`config.mk`:
```
export PLATFORM = sky130hd
export DESIGN_NAME = operand_fetch
export DESIGN_NICKNAME = d
export VERILOG_FILES = /design/src/rtl/operand_fetch.sv
export SDC_FILE = /design/constraint.sdc
export NUM_CORES = 1
export LEC_CHECK = 0
export ABC_CLOCK_PERIOD_IN_PS = 2550
export CORE_AREA = 2 2 256 258
export CTS_CLUSTER_SIZE = 40
export DETAILED_ROUTE_END_ITERATION = 7
export DIE_AREA = 0 0 258 260
export GPL_TIMING_DRIVEN = 1
export SYNTH_ARGS = -nofsm -noshare
export SYNTH_HDL_FRONTEND = slang
export SYNTH_SLANG_ARGS = --single-unit
export TNS_END_PERCENT = 10
```
`constraint.sdc`:
```
create_clock -name i_clk -period 2.55 [get_ports i_clk]
set_input_delay 0.3825 -clock i_clk [delete_from_list [all_inputs] [get_ports i_clk]]
set_output_delay 0.3825 -clock i_clk [all_outputs]
set_load 0.01 [all_outputs]
```
`src/rtl/operand_fetch.sv`:
```
// Operand fetch stage: reads two sources from the register bank with write-back forwarding,
// and keeps a per-register pending scoreboard. Define OPERAND_FETCH_ZERO_REG_EN for a hardwired r0.
module operand_fetch #(
  parameter int unsigned ADDR_WIDTH = 4,
  parameter int unsigned WORD_WIDTH = 32,
  parameter int unsigned SIZE       = 1 << ADDR_WIDTH
) (
  input  logic                  i_clk,
  input  logic                  i_rst_n,
  input  logic [WORD_WIDTH-1:0] i_regs [SIZE],
  input  logic                  i_wb_write,
  input  logic [ADDR_WIDTH-1:0] i_wb_addr,
  input  logic [WORD_WIDTH-1:0] i_wb_value,
  input  logic                  i_req_valid,
  output logic                  o_req_ready,
  input  logic [ADDR_WIDTH-1:0] i_req_rs1,
  input  logic [ADDR_WIDTH-1:0] i_req_rs2,
  input  logic [ADDR_WIDTH-1:0] i_req_rd,
  input  logic                  i_req_lock,
  output logic                  o_rsp_valid,
  input  logic                  i_rsp_ready,
  output logic [WORD_WIDTH-1:0] o_rsp_op1,
  output logic [WORD_WIDTH-1:0] o_rsp_op2,
  input  logic                  i_flush,
  output logic [SIZE-1:0]       o_busy
);

`ifdef OPERAND_FETCH_ZERO_REG_EN
  localparam bit ZeroRegEn = 1'b1;
`else
  localparam bit ZeroRegEn = 1'b0;
`endif

  logic [SIZE-1:0]       busy_q, busy_d;
  logic                  rsp_valid_q, rsp_valid_d;
  logic [WORD_WIDTH-1:0] op1_q, op1_d;
  logic [WORD_WIDTH-1:0] op2_q, op2_d;

  logic [WORD_WIDTH-1:0] rs1_val, rs2_val;
  logic                  hz_rs1, hz_rs2, hz_rd;
  logic                  lock_eff;
  logic                  slot_free;
  logic                  accept;

  // Source reads: the write being committed this cycle overrides the bank's stale value.
  always_comb begin
    rs1_val = i_regs[i_req_rs1];
    if (i_wb_write && (i_wb_addr == i_req_rs1)) begin
      rs1_val = i_wb_value;
    end
    if (ZeroRegEn && (i_req_rs1 == '0)) begin
      rs1_val = '0;
    end
  end

  always_comb begin
    rs2_val = i_regs[i_req_rs2];
    if (i_wb_write && (i_wb_addr == i_req_rs2)) begin
      rs2_val = i_wb_value;
    end
    if (ZeroRegEn && (i_req_rs2 == '0)) begin
      rs2_val = '0;
    end
  end

  // A pending mark cleared by this cycle's write-back no longer blocks.
  always_comb begin
    lock_eff = i_req_lock && !(ZeroRegEn && (i_req_rd == '0));
    hz_rs1   = busy_q[i_req_rs1] && !(i_wb_write && (i_wb_addr == i_req_rs1));
    hz_rs2   = busy_q[i_req_rs2] && !(i_wb_write && (i_wb_addr == i_req_rs2));
    hz_rd    = lock_eff && busy_q[i_req_rd] && !(i_wb_write && (i_wb_addr == i_req_rd));
  end

  always_comb begin
    slot_free   = !rsp_valid_q || i_rsp_ready;
    o_req_ready = slot_free && !(hz_rs1 || hz_rs2 || hz_rd) && !i_flush;
    accept      = i_req_valid && o_req_ready;
  end

  // Scoreboard: write-back clears, acceptance sets (set wins), flush clears everything.
  always_comb begin
    busy_d = busy_q;
    if (i_wb_write) begin
      busy_d[i_wb_addr] = 1'b0;
    end
    if (accept && lock_eff) begin
      busy_d[i_req_rd] = 1'b1;
    end
    if (i_flush) begin
      busy_d = '0;
    end
    if (ZeroRegEn) begin
      busy_d[0] = 1'b0;
    end
  end

  always_comb begin
    rsp_valid_d = rsp_valid_q;
    op1_d       = op1_q;
    op2_d       = op2_q;
    if (i_flush) begin
      rsp_valid_d = 1'b0;
    end else if (accept) begin
      rsp_valid_d = 1'b1;
      op1_d       = rs1_val;
      op2_d       = rs2_val;
    end else if (rsp_valid_q && i_rsp_ready) begin
      rsp_valid_d = 1'b0;
    end
  end

  always_ff @(posedge i_clk or negedge i_rst_n) begin
    if (!i_rst_n) begin
      busy_q      <= '0;
      rsp_valid_q <= 1'b0;
      op1_q       <= '0;
      op2_q       <= '0;
    end else begin
      busy_q      <= busy_d;
      rsp_valid_q <= rsp_valid_d;
      op1_q       <= op1_d;
      op2_q       <= op2_d;
    end
  end

  assign o_rsp_valid = rsp_valid_q;
  assign o_rsp_op1   = op1_q;
  assign o_rsp_op2   = op2_q;
  assign o_busy      = busy_q;

endmodule

```
Yosys cells after proc, flatten, opt, wreduce, memory -nomap -nowiden:

Cells that the tools add are included.

* bits in registers: 81
* input bits: 567
* output and inout bits: 82
* logic and storage cells: 70

* order comparisons: 8
* equality and inequality tests: 3
* multiplexer cells: 24
* bitwise logic cells: 6
* reduce and logical (&&, ||, !) cells: 25

Operators by type and width (number)
* $bmux W32 S4: 2
* $mux W32: 6
* $mux W16: 3
* $lt A4 B5 Y1 const B: 4
* $and A16 B16 Y16: 1
* $not A16 Y16: 1
* $or A16 B16 Y16: 1
* $logic_and A1 B1 Y1: 14
* $bmux W1 S4: 3
* $eq A4 B4 Y1: 3
* $ge A5 B5 Y1 const B: 2
* $not A4 Y5: 2
* $demux W1 S4: 2
* $ge A4 B1 Y1 const B: 2
* $mux W1: 8
* $logic_not A1 Y1: 6
* $logic_or A1 B1 Y1: 3
* $reduce_bool A3 Y1: 1
* $reduce_and A2 Y1: 1
* $not A1 Y1: 1

Logic depth before layout (Yosys ltp):

* depth after elaboration: 13
* gate-level depth with buffers: 11

Worst setup path before layout:

No wires, ideal clock.

* path type: input-to-reg
* from: input i_req_rs2[3]
* to: register op2_q[11], in the netlist o_rsp_op2[11]
* library setup time: 0.127 ns
* arrival time: 2.665 ns
* required time: 2.423 ns
* path slack: -0.242 ns
* cell stages on the path: 7
* path through: clkbuf_1 > buf_1 > clkbuf_1 > mux4_2 > mux4_2 > mux2_2 > mux2_1

* word-level cells in the longest chain between the ends: 11
* elaborated cells on any way between the ends: 18
* those cells by class: eq/ne: 1; mux: 6; bitwise: 1; reduce/logical: 10

RTL lines
* start: declaration: RTL line 17 `input logic [ADDR_WIDTH-1:0] i_req_rs2,`
* parallel branches: the longest is 11 deep, another holds $bmux W1 S4
* end signal: assignment: RTL line 122 `op2_q <= op2_d;`
* end: declaration: RTL line 37 `logic [WORD_WIDTH-1:0] op2_q, op2_d;`

Parallel ways; which one is timed is not known. The select of a mux whose other input is x is not followed.
A chain may end at the register's enable or synchronous reset.

Worst setup path in the final report:

* from: register busy_q[13], in the netlist o_busy[13]
* to: register op2_q[28], in the netlist o_rsp_op2[28]

* word-level cells in the longest chain between the ends: 10
* elaborated cells on any way between the ends: 17
* those cells by class: mux: 6; reduce/logical: 11

RTL lines
* start: declaration: RTL line 34 `logic [SIZE-1:0] busy_q, busy_d;`
* start signal: assignment: RTL line 119 `busy_q <= busy_d;`
* $bmux W1 S4, on equally long branches: RTL line 69, 70, 71
* $mux W1, on equally long branches: RTL line 69, 70, 71
* $logic_and A1 B1 Y1, on equally long branches: RTL line 69, 70, 71
* $logic_or A1 B1 Y1 or $logic_and A1 B1 Y1 (tied branches): RTL line 76, 71
* $logic_or A1 B1 Y1 *: RTL line 76 `o_req_ready = slot_free && !(hz_rs1 || hz_rs2 || hz_rd) && !i_flush;`
* $logic_not A1 Y1 *: RTL line 76
* $logic_and A1 B1 Y1 * (2 in a row): RTL line 76
* $logic_and A1 B1 Y1 *: RTL line 77 `accept = i_req_valid && o_req_ready;`
* $reduce_and A2 Y1 (no line) *

Mark *: on every way between the ends. The rest lies on a longest branch, timed or not. The select of a mux whose other input is x is not followed.

==> qor.yml <==
worst_setup_path:
  cp-end-kind: "flop"
  rr_startpoint: "o_busy[13]"
  ff2ff_setup_slack_ns: -0.24
  r2r-end: "o_rsp_op2[28]"
  crit_required_ns: 2.81
  cp-start-kind: "flop"
  critPathKind: "flop to flop"
  crit_fanout: 4
  cp-endpoint: "o_rsp_op2[28]"
  worst-r2r-cell-count: 9
  startpoint: "o_busy[13]"
  cp.arrival_ns: 3.05
clock_network:
  cts_max_path_buffers: 2
  cts_root_buf: "clkbuf_16"
  clock_latency_ns: 0.37
  htreeDepth: 3
  path_clk_slew_ns: 0.07
  numCtsBuffers: 9
  cts_tree: "built"
  clock-sinks: 81
sta:
  finalClockSkew_ns: 0.00820
  whs_ns: 0.510
  finalSetupViolCount: 68
  finalWorstSetupSlack_ns: -0.239
  slew_violations: 0
  slew_headroom: 0.525
  rsz0062_at_grt: "yes"
  period_minus_slack_ns: 2.79
  max_freq_mhz: 359
  worst_slew_pin_slew_ns: 0.702
  min_period_over_period: 1.09
  finalHoldViolCount: 0
placed_design:
  dp_hpwl_um: 51000
  port_buffers: 648
  post-place-ws_ns: -0.614
  placed_area_um2: 20600
  gp_congestion: 0.906
yosys:
  syn-num-nets: 1333
  netlist_area_um2: 12300
  synth-edff-count: 0
  synth_area_per_cell_um2: 16.1
  netlist_instances: 766
  synth_flop_cell: "dfrtp_1"
  yosysWarnings: 0
  synth_top_cell_area_share: 0.600
  ys_top_cells_by_count: "mux4_2 (328), mux2_2 (103), dfrtp_1 (81)"
  synth_most_common_cell: "mux4_2"
  ys_ff_latch: 81
  async_reset_ff_frac: 1.00
  synthTopCellsByArea: "mux4_2 (60%), dfrtp_1 (16%), mux2_2 (9.4%), mux2_4 (2.4%), clkbuf_1 (1.4%)"
  synth_seq_area_share: 0.165
  yosysTopAreaCell: "mux4_2"
  ys_types: 49
routing:
  drt-total-wl_um: 63400
  firstDrtPassIters: 5
  drtIter0Drc: 759
  vias: 11700
  wl_per_cell_um: 27.2
  vias_per_cell: 5.03
  postRouteAntennaNets: 0
  drc: 0
die:
  die_area_um2: 67100
  die_w_um: 258
  pin_count: 649
  start_util: 0.192
  rows: 93
  core_um2: 64100
  die_h_um: 260
pwr:
  seq_power_share: 0.231
  switchingPower_mw: 2.61
  switching_share: 0.312
  p_int_mw: 5.75
  power_frac_clock: 0.184
  irDropWorstVdd_mv: 0.259
  power_frac_comb: 0.586
  powerDensity_nw_per_um2: 389
  power_leakage_nw: 7.71
final_layout:
  nNetsFinal: 2029
  area_growth_pct: 74.4
  stdcell_area_um2: 21500
  drive_gt1_frac: 0.434
min_path:
  hp-class: "flop to flop"
  min_delay_path_depth: 1
grt:
  grt_usage: 0.178
  grt_pass1_vias: 13000
  antenna_found_initial: 5
  grt_first_pass_wirelength_um: 88200
  overflow: 0
  grt_max_degree: 59
status:
  status: "finished, violations left"
  violations: "negative setup slack"
run:
  cap_viol_max_count: 0
==> cells by family after synthesis <==
| kind of cell | after synthesis | share of synthesized area |
|---|---|---|
| muxes | 464 | 0.729 |
| buffers and inverters | 113 | 0.0447 |
| DFF | 81 | 0.165 |
| and+or+nand+nor | 51 | 0.0227 |
| AOI/OAI and AO/OA | 45 | 0.0303 |
| xor gates and xnor gates | 12 | 0.00853 |
==> final cells by class <==
cell class / count / area, um2
timing repair buffer: 786 / 8050
tap: 855 / 1070
antenna: 5 / 12.5
sequential: 81 / 2030
fill: 6230 / 42600
inverter: 12 / 45.0
multi-input combinational: 572 / 9950
clock buffer: 11 / 253
clock inverter: 5 / 77.6
==> through the flow <==
stage	util	instances	setup TNS [ns]	total power, mW
2_1_floorplan	-	766	-3.12	3.98
3_3_place_gp	0.322	2289	-33.46	6.52
3_5_place_dp	0.322	2289	-36.82	6.58
4_1_cts	0.328	2307	-15.26	8.20
5_1_grt	0.335	2325	-18.21	8.77
6_report	0.335	2327	-13.52	8.36
==> how the worst min path moves through the flow <==
stage / start / to / slack [ns]
5_1_grt: o_rsp_op1[2] / o_rsp_op1[2] / 0.52
3_5_place_dp: i_rst_n / o_busy[3] / 0.40
2_1_floorplan: i_rst_n / o_busy[0] / 0.09
4_1_cts: o_rsp_op2[11] / o_rsp_op2[11] / 0.50
3_3_place_gp: i_rst_n / o_busy[3] / 0.39
6_report: o_rsp_op1[2] / o_rsp_op1[2] / 0.51
==> layout by cell type (no fill, tap or decap), types with 5 or more instances in the layout <==
cell	Yosys	routed
a31o_2	7	6
and3_1	6	5
buf_12	2	33
buf_4	5	98
buf_6	2	5
clkbuf_16	0	14
clkdlybuf4s50_1	0	637
dfrtp_1	81	81
diode_2	0	5
inv_1	12	12
mux2_2	103	70
mux2_4	20	60
mux2i_1	6	6
mux4_2	328	328
nand2_1	17	17
o211ai_1	5	5
o21ai_0	7	7
xnor2_1	8	8
==> flip-flops by register name, indices dropped and copies added (netlist names) <==
name         flops
o_rsp_valid      1
o_rsp_op2       32
o_busy          16
o_rsp_op1       32
==> critical path: stages (launching register included) <==
cell and delay (ns):
dfrtp_1 0.38, mux4_2 0.46, nand2b_4 0.15, and4b_1 0.21, o32ai_4 0.30, buf_4 0.16, and4_4 0.34, buf_12 0.17
buf_6 0.16, mux2_2 0.34
==> repair_timing <==
item | in CTS | in global routing
endpoints found under the hold margin | 36 | 0
buffers inserted | 1 | 7
hold buffers | 1 | 0
setup endpoints to repair | 65 | 68
gates cloned | 0 | 8
resized for setup | 8 | 53
pin swaps | 1 | 2
==> power groups by stage <==
stage,sequential [mW],clock [mW],combinational (mW)
after floorplan,2.08,0,1.90
after global placement,1.94,0,4.58
after detailed placement,1.94,0,4.64
after CTS,1.92,1.61,4.67
after global routing,1.98,1.66,5.13
final,1.93,1.53,4.90
==> per-layer routing <==
layer  vias up  wire length, um  GRT usage
li1       4866                -          -
met1      6106            24300      0.212
met2       670            32600      0.318
met3        67             4860     0.0394
met4         0             1590     0.0562
met5         -                0          0
Power figures use the tool's default switching activity.
